--- config.mk ---
export PLATFORM = sky130hd
export DESIGN_NAME = micro_sequencer
export DESIGN_NICKNAME = d
export VERILOG_FILES = /design/src/rtl/arc_cs_pkg.sv /design/src/rtl/cs_decode_map.sv /design/src/rtl/micro_sequencer.sv
export SDC_FILE = /design/constraint.sdc
export NUM_CORES = 1
export LEC_CHECK = 0
export ABC_AREA = 1
export CAP_MARGIN = 5
export CORE_MARGIN = 4
export CORE_UTILIZATION = 30
export CTS_CLUSTER_SIZE = 20
export DETAILED_ROUTE_END_ITERATION = 12
export PLACE_DENSITY = 0.64
export REMOVE_ABC_BUFFERS = 1
export SETUP_SLACK_MARGIN = 0.5
export SLEW_MARGIN = 40
export SYNTH_ARGS = -nofsm -noshare
export SYNTH_HDL_FRONTEND = slang
export SYNTH_SLANG_ARGS = --single-unit
--- constraint.sdc ---
create_clock -name CLK -period 2.4 [get_ports CLK]
set_input_delay 0.36 -clock CLK [delete_from_list [all_inputs] [get_ports CLK]]
set_output_delay 0.36 -clock CLK [all_outputs]
set_load 0.02 [all_outputs]
--- src/rtl/arc_cs_pkg.sv ---
// Shared encodings and fixed control-store addresses for the
// micro-sequencer and its decode map.
package arc_cs_pkg;

  localparam logic [2:0] COND_NEXT   = 3'b000;
  localparam logic [2:0] COND_N      = 3'b001;
  localparam logic [2:0] COND_Z      = 3'b010;
  localparam logic [2:0] COND_V      = 3'b011;
  localparam logic [2:0] COND_C      = 3'b100;
  localparam logic [2:0] COND_IR13   = 3'b101;
  localparam logic [2:0] COND_JUMP   = 3'b110;
  localparam logic [2:0] COND_DECODE = 3'b111;

  localparam logic [1:0] CBL_NEXT   = 2'b00;
  localparam logic [1:0] CBL_JUMP   = 2'b01;
  localparam logic [1:0] CBL_DECODE = 2'b10;
  localparam logic [1:0] CBL_FAULT  = 2'b11;

  typedef enum logic {
    RUN      = 1'b0,
    WAIT_MEM = 1'b1
  } seq_state_e;

  localparam logic [10:0] BRANCH_ADDR  = 11'd1088;
  localparam logic [10:0] ILLEGAL_ADDR = 11'd2047;
  localparam logic [10:0] FAULT_ADDR   = 11'd2046;

  localparam logic [7:0] OP_A = 8'b10010000;
  localparam logic [7:0] OP_B = 8'b10001100;
  localparam logic [7:0] OP_C = 8'b11000000;
  localparam logic [7:0] OP_D = 8'b11000100;

endpackage

--- src/rtl/cs_decode_map.sv ---
// Opcode byte to control-store entry point; valid low marks an
// unmapped opcode.
module cs_decode_map
  import arc_cs_pkg::*;
#(
  parameter int AW = 11,
  parameter int DW = 8
) (
  input  logic [DW-1:0] decode,
  output logic [AW-1:0] addr,
  output logic          valid
);

  logic is_branch;
  logic is_mapped;

  assign is_branch = (decode[DW-1:DW-5] == 5'b00010);
  assign is_mapped = (decode == DW'(OP_A)) ||
                     (decode == DW'(OP_B)) ||
                     (decode == DW'(OP_C)) ||
                     (decode == DW'(OP_D));

  always_comb begin
    addr  = AW'(ILLEGAL_ADDR);
    valid = 1'b0;
    unique case (1'b1)
      is_branch: begin
        addr  = AW'(BRANCH_ADDR);
        valid = 1'b1;
      end
      is_mapped: begin
        addr  = AW'({1'b1, decode, 2'b00});
        valid = 1'b1;
      end
      default: ;
    endcase
  end

endmodule

--- src/rtl/micro_sequencer.sv ---
// Control-store address sequencer: next/jump/decode selection
// with a memory wait state and timeout fault.
module micro_sequencer
  import arc_cs_pkg::*;
#(
  parameter int DATAWIDTH_CONTROL_ADDRESS_BUS = 11,
  parameter int DATAWIDTH_SCRATCHPAD_BUS      = 8,
  parameter int TIMEOUT_CYCLES                = 255
) (
  input  logic                                     CLK,
  input  logic                                     RESET,
  input  logic [2:0]                               COND,
  input  logic [DATAWIDTH_CONTROL_ADDRESS_BUS-1:0] JUMP,
  input  logic [DATAWIDTH_SCRATCHPAD_BUS-1:0]      DECODE,
  input  logic [3:0]                               FLAGS,
  input  logic                                     IR13,
  input  logic                                     MEM_REQ,
  input  logic                                     MEM_READY,
  output logic [DATAWIDTH_CONTROL_ADDRESS_BUS-1:0] CSAR,
  output logic [1:0]                               CBL,
  output logic                                     STALL,
  output logic                                     ILLEGAL_OP,
  output logic                                     MEM_TIMEOUT
);

  localparam int AW = DATAWIDTH_CONTROL_ADDRESS_BUS;
  localparam int DW = DATAWIDTH_SCRATCHPAD_BUS;
  localparam int CW = $clog2(TIMEOUT_CYCLES + 1);

  seq_state_e     state;
  logic [CW-1:0]  cnt;
  logic [CW-1:0]  cnt_inc;
  logic [AW-1:0]  csar_inc;
  logic [AW-1:0]  dec_addr;
  logic           dec_valid;
  logic           taken;
  logic [AW-1:0]  nxt_addr;
  logic [1:0]     nxt_cbl;
  logic           nxt_ill;
  logic           load;
  logic           expire;

  cs_decode_map #(
    .AW (AW),
    .DW (DW)
  ) u_map (
    .decode (DECODE),
    .addr   (dec_addr),
    .valid  (dec_valid)
  );

  assign csar_inc = CSAR + AW'(1);
  assign cnt_inc  = cnt + CW'(1);
  assign STALL    = (state == WAIT_MEM);

  always_comb begin
    taken = 1'b0;
    case (COND)
      COND_N:    taken = FLAGS[3];
      COND_Z:    taken = FLAGS[2];
      COND_V:    taken = FLAGS[1];
      COND_C:    taken = FLAGS[0];
      COND_IR13: taken = IR13;
      COND_JUMP: taken = 1'b1;
      default:   taken = 1'b0;
    endcase
  end

  always_comb begin
    nxt_addr = csar_inc;
    nxt_cbl  = CBL_NEXT;
    nxt_ill  = 1'b0;
    if (COND == COND_DECODE) begin
      if (dec_valid) begin
        nxt_addr = dec_addr;
        nxt_cbl  = CBL_DECODE;
      end else begin
        nxt_addr = AW'(ILLEGAL_ADDR);
        nxt_cbl  = CBL_FAULT;
        nxt_ill  = 1'b1;
      end
    end else if (taken) begin
      nxt_addr = JUMP;
      nxt_cbl  = CBL_JUMP;
    end
  end

  // Timeout fires on the TIMEOUT_CYCLES-th stalled cycle unless ready wins.
  assign load   = MEM_READY || (state == RUN && !MEM_REQ);
  assign expire = (state == WAIT_MEM) && !MEM_READY &&
                  (cnt_inc == CW'(TIMEOUT_CYCLES));

  always_ff @(posedge CLK) begin
    if (RESET) begin
      state       <= RUN;
      cnt         <= '0;
      CSAR        <= '0;
      CBL         <= CBL_NEXT;
      ILLEGAL_OP  <= 1'b0;
      MEM_TIMEOUT <= 1'b0;
    end else begin
      ILLEGAL_OP  <= 1'b0;
      MEM_TIMEOUT <= 1'b0;
      if (load) begin
        CSAR       <= nxt_addr;
        CBL        <= nxt_cbl;
        ILLEGAL_OP <= nxt_ill;
        state      <= RUN;
        cnt        <= '0;
      end else if (expire) begin
        CSAR        <= AW'(FAULT_ADDR);
        CBL         <= CBL_FAULT;
        MEM_TIMEOUT <= 1'b1;
        state       <= RUN;
        cnt         <= '0;
      end else if (state == RUN) begin
        state <= WAIT_MEM;
        cnt   <= '0;
      end else begin
        cnt <= cnt_inc;
      end
    end
  end

endmodule

### Word-level counts from Yosys, hierarchy flattened

Cells that the tools add are included.

* bits of input ports: 31
* output and inout bits: 16
* bits in registers: 24
* word-level logic and storage cells: 54

* reductions and logical operators: 14
* add/sub/neg operators: 2
* bitwise logic cells: 3
* mux-type cells: 16
* equal/unequal tests: 13

Operators with widths (number)
* 2-to-1 mux 11 bit: 5
* equality test 8 bit, second input constant: 5
* one-hot mux 10 bit (2 select lines): 1
* equality test 3 bit, second input constant: 4
* adder 11 x 1 -> 11 bit, second input constant: 1
* adder 8 x 1 -> 8 bit, second input constant: 1
* equality test 3 x 2 -> 1 bit, second input constant: 2
* 2-to-1 mux 1 bit: 6
* 2-to-1 mux 2 bit: 3
* one-hot mux 1 bit (6 select lines): 1
* equality test 5 x 2 -> 1 bit, second input constant: 1
* logical OR 1 bit: 4
* OR reduction 2 bit: 2
* OR reduction 4 bit: 1
* equality test 3 x 1 -> 1 bit, second input constant: 1
* logical AND 1 bit: 3
* inverter 1 bit: 3
* OR reduction 3 bit: 1
* logical NOT 1 bit: 2
* nonzero test 2 bit: 1

### Longest topological paths before layout

* depth in word-level cells: 9
* gate-level depth with buffers: 12
* mapped depth without buffers: 12

### Cells and area by module

A second synthesis with hierarchy kept.

* cells, all modules: 280
* area total of the unflattened synthesis: 1791.7 um^2

By module, submodules not included
* micro_sequencer: cells an instance 242, area an instance 1605.3 um^2, seq. area each 480.5 um^2, times used 1
* cs_decode_map: cells an instance 38, area an instance 186.4 um^2, seq. area each 0.0 um^2, times used 1

### Worst setup path before layout

Ideal clock, no wire load.

* path kind: register to register
* start: register CSAR[0]
* end: register CSAR[6]
* setup slack: 0.790 ns
* library setup time: 0.119 ns
* data required time: 2.281 ns
* clock period less this slack: 1.610 ns
* arrival: 1.492 ns
* buffers on the path: 0
* cell stages (with the launch flop): 10
* cells stage by stage: dfxtp_1 ha_1 nand2_1 nor2_1 nand2_1 xor2_1 nand2_1 nand3_1 o21ai_0 nor2_2

* cells in the longest elaborated chain, start to end: 4

Ends and longest elaborated chain
* from (decl): line micro_sequencer.sv:19 `output logic [DATAWIDTH_CONTROL_ADDRESS_BUS-1:0] CSAR,`
* from (signal assigned): line micro_sequencer.sv:105 `CSAR <= nxt_addr;`
* from (signal assigned): line micro_sequencer.sv:111 `CSAR <= AW'(FAULT_ADDR);`
* adder 11 x 1 -> 11 bit: line micro_sequencer.sv:52 `assign csar_inc = CSAR + AW'(1);`
* 2-to-1 mux 11 bit: line micro_sequencer.sv:82 `end else if (taken) begin`
* 2-to-1 mux 11 bit: line micro_sequencer.sv:73 `if (COND == COND_DECODE) begin`
* 2-to-1 mux 11 bit: line micro_sequencer.sv:104 `if (load) begin`

Every way passes these cells.
A chain may end at the register's enable or synchronous reset.

### Worst setup path after layout

* start: register CSAR[0]
* end: output CSAR[0]

No word-level cell between the ends.

==> results.sh <==
export IMPL_fin_skew_ns=0.00315
export IMPL_grt_pass1_vias=1614
export IMPL_n_fill_cell=578
export IMPL_final_util_pct=43.5
export IMPL_synth_top_flop_cell="dfxtp_1"
export IMPL_die_height_um=82.7
export IMPL_die_area_mm2=0.00684
export IMPL_r2r_end="CSAR[6]"
export IMPL_grtUsageTotal_pct=13.3
export IMPL_initial_core_util_pct=31.7
export IMPL_ctsHtreeMaxLevel=1
export IMPL_clock_sinks=24
export IMPL_cpLargestDelayFamily="buffers and inverters"
export IMPL_postRouteAntennaNets=0
export IMPL_worstPathArrival_ns=1.41
export IMPL_avgSynthCellArea_um2=6.20
export IMPL_max_freq_mhz=565
export IMPL_timing_worst_setup_path_type="reg -> out"
export IMPL_critical_path_slowest_cell="clkdlybuf4s50_1"
export IMPL_wl_mm=4.40
export IMPL_rsz0062_at_grt="no"
export IMPL_area_growth_pct=37.1
export IMPL_holdPathEnd="CBL[0]"
export IMPL_drt_initial_drc_count=75
export IMPL_synthCells=270
export IMPL_fp_row_count=26
export IMPL_ys_seq_elements=24
export IMPL_hold_violations=0
export IMPL_synthArstFlopShare_pct=0
export IMPL_layout_drive_gt1_share_pct=13.1
export IMPL_holdPathStages=2
export IMPL_clock_latency_ns=0.26
export IMPL_cellLeakagePower_nw=1.02
export IMPL_synth_area_mm2=0.00167
export IMPL_endpoint_kind="output pin"
export IMPL_ys_types=27
export IMPL_powerDensity_mw_per_mm2=435
export IMPL_grt_max_degree=15
export IMPL_antenna_found_initial=0
export IMPL_report_final_slew_viol_count=0
export IMPL_grt_pass1_wl_mm=7.13
export IMPL_worst_slew_pin_slew_ns=0.409
export IMPL_peakVddDrop_uv=257
export IMPL_io_buffers=46
export IMPL_required_ns=2.04
export IMPL_drc=0
export IMPL_register_area_um2=480
export IMPL_worst_r2r_setup_slack_ns=0.72
export IMPL_ys_seq_area_share_pct=28.7
export IMPL_path_cells="clkdlybuf4s50_1"
export IMPL_status="completed"
export IMPL_r2r_start="CSAR[0]"
export IMPL_first_pass_iters=6
export IMPL_rr_worst_depth=9
export IMPL_yosys_warnings=0
export IMPL_ios=47
export IMPL_maxCapViolCount=0
export IMPL_place_gp_congestion=0.820
export IMPL_hpwl_mm=3.43
export IMPL_vias=1775
export IMPL_overflow=0
export IMPL_crit_fanout=7
export IMPL_multi_input_area_mm2=0.00102
export IMPL_fin_tns_setup_ns=0
export IMPL_core_area_mm2=0.00527
export IMPL_cts_inserted_buffers=3
export IMPL_viasPerCell=4.55
export IMPL_min_from="CBL[0]"
export IMPL_hold_class="reg -> reg"
export IMPL_synth_edff_count=0
export IMPL_finalWorstPathRequiredPeriod_ns=1.77
export IMPL_setup_violations=0
export IMPL_n_antenna_cell=0
export IMPL_die_x_um=82.7
export IMPL_start_kind="register"
export IMPL_cts_path_max_buffers=2
export IMPL_cts_root_buf="clkbuf_8"
export IMPL_clk_pin_slew_ns=0.08
export IMPL_dpl_instance_area_mm2=0.00221
export IMPL_post_drt_wl_per_cell_um=11.3
export IMPL_finalCritPeriodShare_pct=73.8
export IMPL_cts_tree="done"
export IMPL_cp_num_buf_inv=1
export IMPL_max_slew_margin_pct=72.7
export IMPL_max_stage_delay_ns=0.67
export IMPL_nNetsFinal=356
export IMPL_finalInstanceArea_mm2=0.00229
flip-flops by register name, summed over array words and instances (netlist names):
register / cells
STALL: 1
cnt: 8
CBL: 2
ILLEGAL_OP: 1
MEM_TIMEOUT: 1
CSAR: 11
how the worst max path moves through the flow:
stage | from | to | slack, ns | cells after the start
after floorplan | CSAR[0] | CSAR[6] | 0.79 | 9
after global placement | COND[0] | CSAR[8] | 0.29 | 10
after detailed placement | COND[0] | CSAR[7] | 0.28 | 10
after CTS | cnt[0] | cnt[0] | 0.54 | 12
after global routing | DECODE[6] | CSAR[9] | 0.51 | 9
final | CSAR[0] | CSAR[0] | 0.63 | 1
metrics by stage:
step / hold slack, ns / total power [mW] / std cells / setup WS (ns)
floorplan: 0.432 / 0.622 / 265 / 0.787
global placement: 0.470 / 0.766 / 384 / 0.293
detailed placement: 0.473 / 0.766 / 384 / 0.283
CTS: 0.493 / 1.01 / 387 / 0.542
global route: 0.524 / 1.06 / 390 / 0.511
finish: 0.486 / 0.997 / 390 / 0.629
synth_stat cells, types with 3 or more instances:
master	count	area, µm²
inv_2	4	15.0
a21oi_1	6	30.0
nand3_1	26	130
o21ai_0	8	40.0
nand2_2	3	18.8
nand3_2	9	90.1
nor2_1	37	139
dfxtp_1	24	480
nor2_2	9	56.3
xor2_1	5	43.8
nand4_1	5	31.3
ha_1	3	37.5
nand2_1	81	304
inv_1	35	131
buf_2	3	15.0
metal layers:
metal	vias up	wire, µm	global-route usage, %
li1	944	-	-
met1	787	2080	17.1
met2	42	2090	23.4
met4	0	12	1.96
met3	2	206	2.60
met5	-	0	0
power breakdown:
group          total [mW]  switching, mW  internal [mW]
Combinational       0.309          0.161          0.147
Sequential          0.449         0.0270          0.422
Clock               0.239          0.127          0.112
Total               0.997          0.315          0.682
layout make-up:
type / count / area share (%)
clock buffers: 3 / 1.80
inverters: 39 / 6.38
multi-input cells: 202 / 44.5
flip-flops and latches: 24 / 20.9
well taps: 70 / 3.82
repair buffers: 52 / 22.6
cell families (layout without fill, tap and decap cells):
family	Yosys count	after routing	share of synthesized area, %
AND/OR/NAND/NOR	176	176	49.5
buffers and inverters	44	94	10.8
flip-flops	24	24	28.7
AO/OA/AOI/OAI	18	18	6.13
XOR/XNOR	5	5	2.62
adder cells (fa/ha/maj)	3	3	2.24
cells in the final DEF (no fill, tap or decap):
cell	count
nand2_1	81
clkdlybuf4s50_1	46
nor2_1	36
inv_1	35
nand3_1	25
dfxtp_1	24
nand3_2	10
nor2_2	10
o21ai_0	7
a21oi_1	6
nand4_1	5
xor2_1	5
buf_4	5
inv_2	4
nand2_2	3
ha_1	3
clkbuf_8	3
o21ai_1	2
o21bai_2	1
nor2_4	1
nand3_4	1
o21ai_2	1
nor3_2	1
nand3b_1	1
o31ai_1	1
nor4_1	1
or2_2	1
buf_12	1
repair_timing:
action,in CTS,in global routing
setup endpoints to repair,0,19
hold buffers,0,0
setup buffers,0,3
gates resized for setup,0,3
Power figures use the tool's default switching activity.
